[config.mk]
export PLATFORM = sky130hd
export DESIGN_NAME = axi_bus_arbiter
export DESIGN_NICKNAME = d
export VERILOG_FILES = /design/src/rtl/axi_bus_pkg.sv /design/src/rtl/rr_pick.sv /design/src/rtl/axi_bus_arbiter.sv
export SDC_FILE = /design/constraint.sdc
export NUM_CORES = 1
export LEC_CHECK = 0
export BUFFER_PORTS_ARGS = -buffer_cell sky130_fd_sc_hd__clkbuf_2
export CORE_AREA = 2 2 164 166
export CTS_CLUSTER_DIAMETER = 30
export DETAILED_ROUTE_END_ITERATION = 8
export DIE_AREA = 0 0 166 168
export PLACE_DENSITY = 0.41
export SLEW_MARGIN = 20
export SYNTH_ARGS = -nofsm -noshare
export SYNTH_HDL_FRONTEND = slang
export SYNTH_SLANG_ARGS = --single-unit
[constraint.sdc]
create_clock -name clk -period 3 [get_ports clk]
set_input_delay 0.3 -clock clk [delete_from_list [all_inputs] [get_ports clk]]
set_output_delay 0.3 -clock clk [all_outputs]
set_load 0.02 [all_outputs]
[src/rtl/axi_bus_pkg.sv]
// Shared types and helpers for the N-master to 1-slave AXI bus arbiter.
package axi_bus_pkg;

    typedef enum logic [1:0] {
        IDLE  = 2'd0,
        ADDR  = 2'd1,
        WDATA = 2'd2,
        RDATA = 2'd3
    } arb_state_t;

    typedef enum int {
        ARB_RR    = 0,
        ARB_FIXED = 1
    } arb_mode_e;

    // Next index after idx in a ring of n entries.
    function automatic int wrapInc(input int idx, input int n);
        return (idx == n - 1) ? 0 : idx + 1;
    endfunction

endpackage

[src/rtl/rr_pick.sv]
// Combinational rotating-priority picker: first requester at or after the
// pointer wins, searching upward and wrapping modulo N.
module rr_pick #(
    parameter int N  = 4,
    parameter int IW = $clog2(N)
) (
    input  logic [N-1:0]  i_req,
    input  logic [IW-1:0] i_ptr,
    output logic [N-1:0]  o_grant,
    output logic [IW-1:0] o_idx,
    output logic          o_any
);

    logic [IW-1:0] w_pos;

    always_comb begin
        o_grant = '0;
        o_idx   = '0;
        o_any   = 1'b0;
        w_pos   = '0;
        for (int k = 0; k < N; k++) begin
            w_pos = IW'((int'(i_ptr) + k) % N);
            if (!o_any && i_req[w_pos]) begin
                o_any          = 1'b1;
                o_idx          = w_pos;
                o_grant[w_pos] = 1'b1;
            end
        end
    end

endmodule

[src/rtl/axi_bus_arbiter.sv]
// Serialises whole single-beat AXI transactions from N masters onto one
// slave port, with round-robin or fixed lowest-index-first arbitration.
module axi_bus_arbiter
    import axi_bus_pkg::*;
#(
    parameter int N_MASTERS      = 4,
    parameter int AXI_ADDR_WIDTH = 32,
    parameter int AXI_DATA_WIDTH = 32,
    parameter int ARB_MODE       = 0
) (
    input  logic                                      clk,
    input  logic                                      rst,
    input  logic [N_MASTERS-1:0][AXI_ADDR_WIDTH-1:0]  m_addr,
    input  logic [N_MASTERS-1:0]                      m_avalid,
    input  logic [N_MASTERS-1:0]                      m_awrite,
    input  logic [N_MASTERS-1:0]                      m_wvalid,
    input  logic [N_MASTERS-1:0]                      m_rready,
    input  logic [N_MASTERS-1:0][AXI_DATA_WIDTH-1:0]  m_wdata,
    output logic [N_MASTERS-1:0]                      m_aready,
    output logic [N_MASTERS-1:0]                      m_wready,
    output logic [N_MASTERS-1:0]                      m_rvalid,
    output logic [AXI_DATA_WIDTH-1:0]                 m_rdata,
    output logic [AXI_ADDR_WIDTH-1:0]                 s_addr,
    output logic                                      s_avalid,
    output logic                                      s_awrite,
    output logic                                      s_wvalid,
    output logic                                      s_rready,
    output logic [AXI_DATA_WIDTH-1:0]                 s_wdata,
    input  logic                                      s_aready,
    input  logic                                      s_wready,
    input  logic                                      s_rvalid,
    input  logic [AXI_DATA_WIDTH-1:0]                 s_rdata,
    output logic [$clog2(N_MASTERS)-1:0]              grant_idx,
    output logic                                      busy
);

    localparam int IW         = $clog2(N_MASTERS);
    localparam bit FIXED_MODE = (ARB_MODE == int'(ARB_FIXED));

    arb_state_t           r_state;
    arb_state_t           w_next;
    logic [IW-1:0]        r_ptr;
    logic [IW-1:0]        r_grant;
    logic [N_MASTERS-1:0] r_ownerMask;
    logic [IW-1:0]        w_ptrEff;
    logic [IW-1:0]        w_pickIdx;
    logic [N_MASTERS-1:0] w_pickOneHot;
    logic                 w_any;

    // Fixed priority is the rotating picker with its pointer pinned at 0.
    assign w_ptrEff = FIXED_MODE ? '0 : r_ptr;

    rr_pick #(
        .N  (N_MASTERS),
        .IW (IW)
    ) u_pick (
        .i_req   (m_avalid),
        .i_ptr   (w_ptrEff),
        .o_grant (w_pickOneHot),
        .o_idx   (w_pickIdx),
        .o_any   (w_any)
    );

    always_ff @(posedge clk) begin
        if (rst) begin
            r_state     <= IDLE;
            r_ptr       <= '0;
            r_grant     <= '0;
            r_ownerMask <= '0;
        end else begin
            r_state <= w_next;
            if (r_state == IDLE && w_any) begin
                r_grant     <= w_pickIdx;
                r_ownerMask <= w_pickOneHot;
                if (!FIXED_MODE) begin
                    r_ptr <= IW'(wrapInc(int'(w_pickIdx), N_MASTERS));
                end
            end
        end
    end

    // The owner mask gates every slave-to-master ready/valid so non-owners
    // always see zero, with no added latency.
    always_comb begin
        w_next   = r_state;
        s_avalid = 1'b0;
        s_wvalid = 1'b0;
        s_rready = 1'b0;
        m_aready = '0;
        m_wready = '0;
        m_rvalid = '0;
        s_addr   = m_addr[r_grant];
        s_awrite = m_awrite[r_grant];
        s_wdata  = m_wdata[r_grant];
        case (r_state)
            IDLE: begin
                if (w_any) begin
                    w_next = ADDR;
                end
            end
            ADDR: begin
                s_avalid = m_avalid[r_grant];
                m_aready = r_ownerMask & {N_MASTERS{s_aready}};
                if (m_avalid[r_grant] && s_aready) begin
                    w_next = m_awrite[r_grant] ? WDATA : RDATA;
                end
            end
            WDATA: begin
                s_wvalid = m_wvalid[r_grant];
                m_wready = r_ownerMask & {N_MASTERS{s_wready}};
                if (m_wvalid[r_grant] && s_wready) begin
                    w_next = IDLE;
                end
            end
            RDATA: begin
                s_rready = m_rready[r_grant];
                m_rvalid = r_ownerMask & {N_MASTERS{s_rvalid}};
                if (m_rready[r_grant] && s_rvalid) begin
                    w_next = IDLE;
                end
            end
            default: w_next = IDLE;
        endcase
    end

    assign m_rdata   = s_rdata;
    assign grant_idx = r_grant;
    assign busy      = (r_state != IDLE);

endmodule

==> impl_metrics.env, run 1 <==
export IMPL_synth_top_area_cell="mux4_2"
export IMPL_htreeDepth=1
export IMPL_final_nets=867
export IMPL_slew_headroom_pct=56.03
export IMPL_fin_util_pct=18.43
export IMPL_grtUsageMet2_pct=16.11
export IMPL_status="completed"
export IMPL_drive_above_1_share_pct=81.16
export IMPL_synthMostInstantiatedCell="mux4_2"
export IMPL_hold_path_class="input port to flip-flop"
export IMPL_fp_row_count=60
export IMPL_finalMaxSlewViolations=0
export IMPL_leakage_uw=0.002333
export IMPL_rrSetupSlack_ps=680
export IMPL_path_clk_slew_ps=40
export IMPL_dieArea_um2=27890
export IMPL_core_um2=26350
export IMPL_synthTopCellsByCount="mux4_2, buf_4, clkbuf_1"
export IMPL_peakVddDrop_mv=0.2544
export IMPL_period_minus_slack_ps=2317
export IMPL_drc=0
export IMPL_io_pins=424
export IMPL_vias_per_cell=3.914
export IMPL_grt_pass1_vias=3484
export IMPL_worstSetupPathType="flip-flop to flip-flop"
export IMPL_cts_sinks=10
export IMPL_grt_max_degree=41
export IMPL_netlist_area_um2=2815
export IMPL_cts_root_buf="clkbuf_16"
export IMPL_grtUsageMet1_pct=13.66
export IMPL_drtPass1Iterations=4
export IMPL_drtIter0Drc=142
export IMPL_cts_buffers=3
export IMPL_gp_congestion=0.7632
export IMPL_synth_top_area_share_pct=56.80
export IMPL_place_hpwl_um=13310
export IMPL_syn2layout_area_growth_pct=72.53
export IMPL_regToRegEndpoint="r_ptr[1]$_SDFFE_PP0P_"
export IMPL_synth_top_family_by_area="multiplexers"
export IMPL_dr_total_vias=3495
export IMPL_ys_top_cells_by_area="mux4_2, buf_4, dfxtp_1"
export IMPL_track_usage_pct=9.816
export IMPL_drtAntennaViolNets=0
export IMPL_wl_um=14890
export IMPL_hold_violations=0
export IMPL_grt_overflow_total=0
export IMPL_power_per_cell_area_nw_per_um2=544.2
export IMPL_wire_per_inst_um=16.67
export IMPL_holdPathStages=4
export IMPL_cts_tree="done"
export IMPL_clk_path_buf_depth=2
export IMPL_max_cap_violations=0
export IMPL_ys_flop_type="dfxtp_1"
export IMPL_antenna_found_initial=0
export IMPL_synthSimpleGateAreaFrac_pct=10.09
export IMPL_setup_tns_final_ps=0
export IMPL_hold_path_endpoint="r_state[0]$_SDFFE_PP0P_"
export IMPL_critical_path_required_ps=3140
export IMPL_synth_edf_count=0
export IMPL_total_power_uw=2643
export IMPL_start_kind="flip-flop"
export IMPL_grt_setup_unrepaired="false"
export IMPL_syn_inst=239
export IMPL_finalSetupViolCount=0
export IMPL_synth_seq_cells=10
export IMPL_cts_resized=0
export IMPL_crit_fanout=9
export IMPL_synthMuxAreaShare_pct=58.62
export IMPL_yosysWarnings=0
export IMPL_cts_hold_buf=0
export IMPL_clock_latency_ps=230
export IMPL_grt_pass1_wl_um=21310
export IMPL_ys_async_sr_fraction_pct=0
export IMPL_end_kind="flip-flop"
export IMPL_synth_xor_area_share_pct=0.3111
export IMPL_seq_area_frac_synth_pct=7.111
export IMPL_post_cts_setup_buffer_count=0
export IMPL_skew_ps=0.5020
export IMPL_synth_area_per_cell_um2=11.78
export IMPL_die_h_um=168
export IMPL_min_from="s_rvalid"
export IMPL_synth_distinct_cells=36
export IMPL_fin_crit_sh_pct=77.24
export IMPL_syn_nets=553
export IMPL_crit_arrival_ps=2460
export IMPL_use_met3_pct=2.092
export IMPL_die_x_um=166
export IMPL_busiest_layer="met2"
export IMPL_initial_utilization_pct=10.68
export IMPL_synth_fa_ha_area_share_pct=2.222
export IMPL_max_freq_ghz=0.4315
export IMPL_port_buffers=359
export IMPL_synth_compound_area_share_pct=8.489
export IMPL_worst_pin_slew_ps=659.6
export IMPL_reg2reg_depth=7
export IMPL_diodes=0
[worst max-delay path, cell delays in order, from the launching register on]
cell and delay, ps:
dfxtp_1 320, inv_1 70, ha_1 460, mux4_2 650, nor2b_4 220, o21ai_1 90
a21o_1 200, a311oi_1 210
[cell usage in the layout, fill, tap and decap left out, drive strengths merged, types with 2 or more instances in the layout]
cell type | Yosys | final
o21ai | 10 | 10
and3b | 6 | 6
nand3 | 2 | 2
nor2 | 12 | 12
dfxtp | 10 | 10
buf | 43 | 7
a311oi | 5 | 5
inv | 4 | 4
and2 | 12 | 12
mux2i | 4 | 4
nor2b | 3 | 3
nand2 | 10 | 10
a21oi | 8 | 8
ha | 5 | 5
mux4 | 71 | 71
a21o | 2 | 2
and3 | 2 | 2
a22o | 5 | 5
clkbuf | 14 | 363
[logic make-up (layout without fill, tap and decap cells)]
group	Yosys count	in the layout
muxes	76	76
buffers and inverters	61	374
and+or+nand+nor	51	51
adders and majority gates	5	5
DFF	10	10
xor gates and xnor gates	1	1
AOI/OAI and AO/OA	35	35
[layout make-up]
class	instances	area, µm²
multi-input cells	168	2245
inverters	4	15.01
well taps	341	426.7
flip-flops and latches	10	207.7
fillers	2919	21490
repair buffers	366	1874
clock buffers	4	88.84
[per-layer routing]
| metal | up-vias | share of wire, % |
|---|---|---|
| met1 | 1681 | 41 |
| li1 | 1578 | - |
| met2 | 230 | 49 |
| met4 | 0 | 0.44 |
| met3 | 6 | 10 |
| met5 | - | 0 |
[power by group]
group          leakage [µW]  switching [µW]  internal (µW)  total (µW)
logic               0.00221            1070           1010        2080
registers         0.0000840             135            172         307
clock network     0.0000442            56.8            200         257
[registers in the layout (all words and copies together) (netlist names), named ones only]
register     cells
r_ownerMask      4
grant_idx        2
r_state          2
r_ptr            1
[how the worst max path moves through the flow]
stage	from	depth (start not counted)	slack [ps]	endpoint
floorplan	flip-flop	9	560	r_ptr[1]$_SDFFE_PP0P_
global placement	flip-flop	7	670	r_ptr[1]$_SDFFE_PP0P_
detailed placement	flip-flop	7	700	r_ptr[1]$_SDFFE_PP0P_
CTS	grant_idx[0]$_SDFFE_PP0P_	3	660	s_addr[23]
global route	flip-flop	7	470	r_ptr[1]$_SDFFE_PP0P_
finish	flip-flop	7	680	r_ptr[1]$_SDFFE_PP0P_
[metrics by stage]
stage | hold slack, ps | instances | setup slack, ps | instance area (µm²)
floorplan | 481.5 | 239 | 563.1 | 2815
global placement | 538.5 | 889 | 667.7 | 4768
detailed placement | 544.9 | 889 | 703.3 | 4768
CTS | 368.2 | 893 | 659.6 | 4857
global route | 401.4 | 893 | 465.2 | 4857
finish | 370.3 | 893 | 682.7 | 4857
Power figures use the tool's default switching activity.
==> inputs of run 2 (changes only) <==
clock period = 2.23 ns   (was 3 ns; I/O delays follow)
==> run 2 against run 1 <==
Compared with the run above:
- combinational power up 46%
- routed wire length increased by 3.8%
- via count is 1.6% higher
- core utilization is 0.34 points higher
- non-clock buffer count up 4
- critical endpoint unchanged
- clock-buffer cell count did not move
- clock skew up 0.72 ps
- final cell count up 0.45%
- setup slack worse by 570 ps
- sequential power increased by 9.8%
- sequential share of layout area barely moved
- register-to-register slack worse by 570 ps
==> impl_metrics.env, run 2 (synthesis gave the netlist of run 1 again) <==
export IMPL_status="completed"
export IMPL_clock_latency_ps=240
export IMPL_p_int_uw=1961
export IMPL_setup_tns_final_ps=0
export IMPL_antenna_found_initial=0
export IMPL_grt_setup_unrepaired="false"
export IMPL_seqPwrFrac_pct=9.1
export IMPL_vias_per_cell=3.958
export IMPL_holdPathStages=4
export IMPL_drtIter0Drc=209
export IMPL_crit_fanout=9
export IMPL_multi_input_area_um2=2261
export IMPL_diodes=0
export IMPL_max_freq_ghz=0.4726
export IMPL_initial_utilization_pct=10.68
export IMPL_syn2layout_area_growth_pct=75.69
export IMPL_grt_pass1_vias=3584
export IMPL_path_clk_slew_ps=40
export IMPL_grt_overflow_total=0
export IMPL_fin_ws_ps=114.1
export IMPL_hold_path_class="input port to flip-flop"
export IMPL_worst_pin_slew_ps=399.1
export IMPL_cts_hold_buf=0
export IMPL_slew_headroom_pct=73.39
export IMPL_grt_max_degree=33
export IMPL_end_kind="flip-flop"
export IMPL_path_cells="inv_2, ha_4, mux4_2, nor2b_4, o21ai_2, a21o_1, a311oi_1"
export IMPL_worstSetupPathType="flip-flop to flip-flop"
export IMPL_grt_pass1_wl_um=21910
export IMPL_regToRegEndpoint="r_ptr[1]$_SDFFE_PP0P_"
export IMPL_min_from="s_rvalid"
export IMPL_p_sw_uw=1767
export IMPL_critical_path_required_ps=2370
export IMPL_finalSetupViolCount=0
export IMPL_drive_above_1_share_pct=82.19
export IMPL_drtPass1Iterations=4
export IMPL_largest_register="r_ownerMask"
export IMPL_wl_um=15450
export IMPL_drtAntennaViolNets=0
export IMPL_leakage_uw=0.002365
export IMPL_place_hpwl_um=14200
export IMPL_whs_ps=286.5
export IMPL_period_minus_slack_ps=2116
export IMPL_max_cap_violations=0
export IMPL_core_um2=26350
export IMPL_place_ws_ps=67.47
export IMPL_pwr_share_comb_pct=81.3
export IMPL_cts_tree="done"
export IMPL_io_pins=424
export IMPL_clkPwrFrac_pct=9.6
export IMPL_peakVddDrop_mv=0.3303
export IMPL_drc=0
export IMPL_cts_resized=0
export IMPL_cpPeakStageDelay_ps=570
export IMPL_cts_root_buf="clkbuf_16"
export IMPL_wire_per_inst_um=17.22
export IMPL_port_buffers=359
export IMPL_dr_total_vias=3550
export IMPL_reg2reg_depth=7
export IMPL_hold_violations=0
export IMPL_cts_sinks=10
export IMPL_gp_congestion=0.7643
export IMPL_hold_path_endpoint="r_state[0]$_SDFFE_PP0P_"
export IMPL_track_usage_pct=10.17
export IMPL_final_cell_mix="clkbuf_2, mux4_2, and2_1, nor2_1, nand2_1"
export IMPL_fin_crit_sh_pct=94.88
export IMPL_skew_ps=1.222
export IMPL_final_nets=871
export IMPL_crit_arrival_ps=2250
export IMPL_power_per_cell_area_nw_per_um2=753.6
export IMPL_htreeDepth=1
export IMPL_die_x_um=166
export IMPL_post_cts_setup_buffer_count=0
export IMPL_mostFrequentLayoutCell="clkbuf_2"
export IMPL_largest_register_ff_count=4
export IMPL_fp_row_count=60
export IMPL_cts_buffers=3
export IMPL_num_fill_cells=2969
export IMPL_rrSetupSlack_ps=110
export IMPL_start_kind="flip-flop"
export IMPL_switching_share_pct=47.40
export IMPL_clk_path_buf_depth=2
export IMPL_dieArea_um2=27890
export IMPL_fin_cells=897
export IMPL_finalMaxSlewViolations=0
export IMPL_die_h_um=168
export IMPL_seq_area_um2=212.7
export IMPL_dp_cells=892
export IMPL_cp_slowest_cell="mux4_2"
==> run 2: power by group through the flow <==
| stage | Clock (µW) | Combinational (µW) | Sequential [µW] |
|---|---|---|---|
| global route | 380 | 3260 | 352 |
| finish | 358 | 3030 | 337 |
| detailed placement | 0 | 3060 | 346 |
| CTS | 365 | 3070 | 342 |
| floorplan | 0 | 2150 | 284 |
| global placement | 0 | 3070 | 343 |
==> run 2: layout make-up <==
| type | count | area share, % |
|---|---|---|
| Timing Repair Buffer | 370 | 39.26 |
| Sequential cell | 10 | 4.301 |
| Clock buffer | 4 | 1.796 |
| Multi-Input combinational cell | 168 | 45.71 |
| Inverter | 4 | 0.3036 |
| Tap cell | 341 | 8.626 |
==> run 2: worst max-delay path by stage <==
stage	from	endpoint	cells after the start	slack [ps]
floorplan	flip-flop	r_ptr[1]$_SDFFE_PP0P_	9	3
global placement	flip-flop	r_ptr[1]$_SDFFE_PP0P_	7	90
detailed placement	flip-flop	r_ptr[1]$_SDFFE_PP0P_	7	70
CTS	r_ptr[1]$_SDFFE_PP0P_	r_ptr[1]$_SDFFE_PP0P_	7	60
global route	r_ptr[1]$_SDFFE_PP0P_	r_ownerMask[2]$_SDFFE_PP0P_	7	5
finish	flip-flop	r_ptr[1]$_SDFFE_PP0P_	7	110
==> run 2: through the flow <==
stage / total power (µW) / util [%] / cell area (µm²)
finish: 3727 / 18.77 / 4946
CTS: 3773 / 18.74 / 4938
global placement: 3409 / 18.40 / 4850
floorplan: 2434 / - / 2853
detailed placement: 3407 / 18.40 / 4850
global route: 3989 / 18.77 / 4946
==> run 2: worst max-delay path: cells and delay by family (launching register included) <==
kind | cells | cell delay, ps
fa+ha+maj | 1 | 320
compound gates | 3 | 520
flops | 1 | 340
mux | 1 | 570
buf+inv | 1 | 60
simple gates | 1 | 210
==> run 2: layer usage <==
layer / GRT usage, % / vias up / share of wire, %
li1: - / 1586 / -
met1: 14.08 / 1724 / 43
met2: 16.53 / 226 / 47
met3: 2.092 / 14 / 8.6
met4: 1.890 / 0 / 1.3
met5: 0 / - / 0
==> inputs of run 3 (changes only) <==
SETUP_SLACK_MARGIN = 0.4   (was not set)
==> run 3 against run 2 <==
Compared with the run above:
- clock power decreased by 1%
- clock-buffer cell count unchanged
- routed wire length increased by 28%
- die area unchanged
- global-route usage increased by 2.7 points
==> impl_metrics.env, run 3 (synthesis gave the netlist of run 1 again) <==
export IMPL_drtAntennaViolNets=0
export IMPL_track_usage_pct=12.84
export IMPL_final_cell_mix="clkbuf_2, mux4_2, buf_6"
export IMPL_start_kind="flip-flop"
export IMPL_initial_utilization_pct=10.68
export IMPL_grt_pass1_wl_um=26280
export IMPL_clock_latency_ps=230
export IMPL_critical_path_required_ps=2340
export IMPL_grt_max_degree=50
export IMPL_vias_per_cell=3.985
export IMPL_skew_ps=0.6079
export IMPL_port_buffers=359
export IMPL_max_freq_ghz=0.5003
export IMPL_peakVddDrop_mv=0.2718
export IMPL_path_clk_slew_ps=40
export IMPL_hold_violations=0
export IMPL_cp_top_family="multiplexers"
export IMPL_finalMaxSlewViolations=0
export IMPL_period_minus_slack_ps=1999
export IMPL_htreeDepth=1
export IMPL_dieArea_um2=27890
export IMPL_grt_setup_unrepaired="true"
export IMPL_setup_tns_final_ps=0
export IMPL_cts_root_buf="clkbuf_16"
export IMPL_largest_register="r_ownerMask"
export IMPL_fp_row_count=60
export IMPL_crit_arrival_ps=2110
export IMPL_cp_slowest_cell="mux4_2"
export IMPL_hold_path_class="input port to flip-flop"
export IMPL_mostFrequentLayoutCell="clkbuf_2"
export IMPL_clk_path_buf_depth=2
export IMPL_syn2layout_area_growth_pct=111.2
export IMPL_final_nets=903
export IMPL_io_pins=424
export IMPL_die_x_um=166
export IMPL_fin_crit_sh_pct=89.63
export IMPL_slew_headroom_pct=64.47
export IMPL_drive_above_1_share_pct=83.67
export IMPL_cts_buffers=3
export IMPL_finalSetupViolCount=0
export IMPL_drtIter0Drc=220
export IMPL_grt_overflow_total=0
export IMPL_die_h_um=168
export IMPL_crit_fanout=6
export IMPL_worstSetupPathType="flip-flop to flip-flop"
export IMPL_grt_pass1_vias=3796
export IMPL_path_cells="inv_4, ha_4, mux4_2, nor2b_4, o21ai_2, a221oi_1, a311oi_1"
export IMPL_max_cap_violations=0
export IMPL_end_kind="flip-flop"
export IMPL_power_per_cell_area_nw_per_um2=848.0
export IMPL_status="completed"
export IMPL_place_hpwl_um=16680
export IMPL_worst_pin_slew_ps=533.0
export IMPL_leakage_uw=0.002751
export IMPL_cp_num_buf_inv=1
export IMPL_whs_ps=295.2
export IMPL_drtPass1Iterations=4
export IMPL_antenna_found_initial=2
export IMPL_cpPeakStageDelay_ps=570
export IMPL_core_um2=26350
export IMPL_wl_um=19730
export IMPL_cts_tree="done"
export IMPL_wire_per_inst_um=21.19
export IMPL_largest_register_ff_count=4
export IMPL_drc=0
export IMPL_dr_total_vias=3710
export IMPL_cts_sinks=10
export IMPL_gp_congestion=0.7898
-- run 3: cell count changes in the layout (fill, tap and decap cells not counted), moves of 2 or more --
cell       previous run  this run
buf_16                0         4
clkbuf_16             3         6
buf_4                 6        12
buf_12                5        11
buf_8                 0        17
buf_6                 0        62
diode_2               0         2
clkbuf_2            359       292
-- run 3: cell type report --
class	instances	area (µm²)
antenna	2	5.005
clock buffer	4	88.84
fill	2887	20410
inverter	4	17.52
multi-input combinational	168	2270
sequential	10	212.7
tap	341	426.7
timing repair buffer	402	2924
-- run 3: tightest hold or removal path, cell delays in order --
cell      delay (ps)
clkbuf_2         100
nand2_1           50
nand2_1           60
a21oi_1           60
-- run 3: metal layers --
metal,global-route usage [%],up-vias,part of all wire [%]
met1,16.22,1802,40
met2,23.02,243,51
met3,3.220,8,8.7
met5,0,-,0
li1,-,1657,-
met4,0.9074,0,0.55
-- run 3: metrics by stage --
step / instances / utilization, % / total power (µW) / cell area (µm²) / worst slack, ps
3_5_place_dp: 894 / 18.47 / 3495 / 4867 / 99.57
6_report: 931 / 22.56 / 5041 / 5944 / 231.4
5_1_grt: 929 / 22.54 / 5304 / 5939 / 127.4
3_3_place_gp: 894 / 18.47 / 3508 / 4867 / 116.8
4_1_cts: 922 / 20.72 / 4501 / 5460 / 245.0
2_1_floorplan: 239 / - / 2493 / 2899 / 31.05
-- run 3: worst paths after layout --
path / from / endpoint / slack (ps) / depth (start not counted)
worst max-delay path: flip-flop / r_ptr[1]$_SDFFE_PP0P_ / 230 / 7
worst min-delay path: s_rvalid / r_state[0]$_SDFFE_PP0P_ / 300 / 4
worst max register to register: flip-flop / r_ptr[1]$_SDFFE_PP0P_ / 230 / 7
worst min register to register: grant_idx[1]$_SDFFE_PP0P_ / grant_idx[1]$_SDFFE_PP0P_ / 520 / 2
-- run 3: where the power goes --
group	switching [µW]	internal (µW)
logic	1930	2430
clock network	84.6	270
registers	81.7	237
-- run 3: what timing repair did --
item	CTS	global route
buffers inserted	20	4
resized for setup	49	179
hold buffers	0	0
endpoints found under the setup margin	71	75
pin swaps	6	7
cloned	4	3
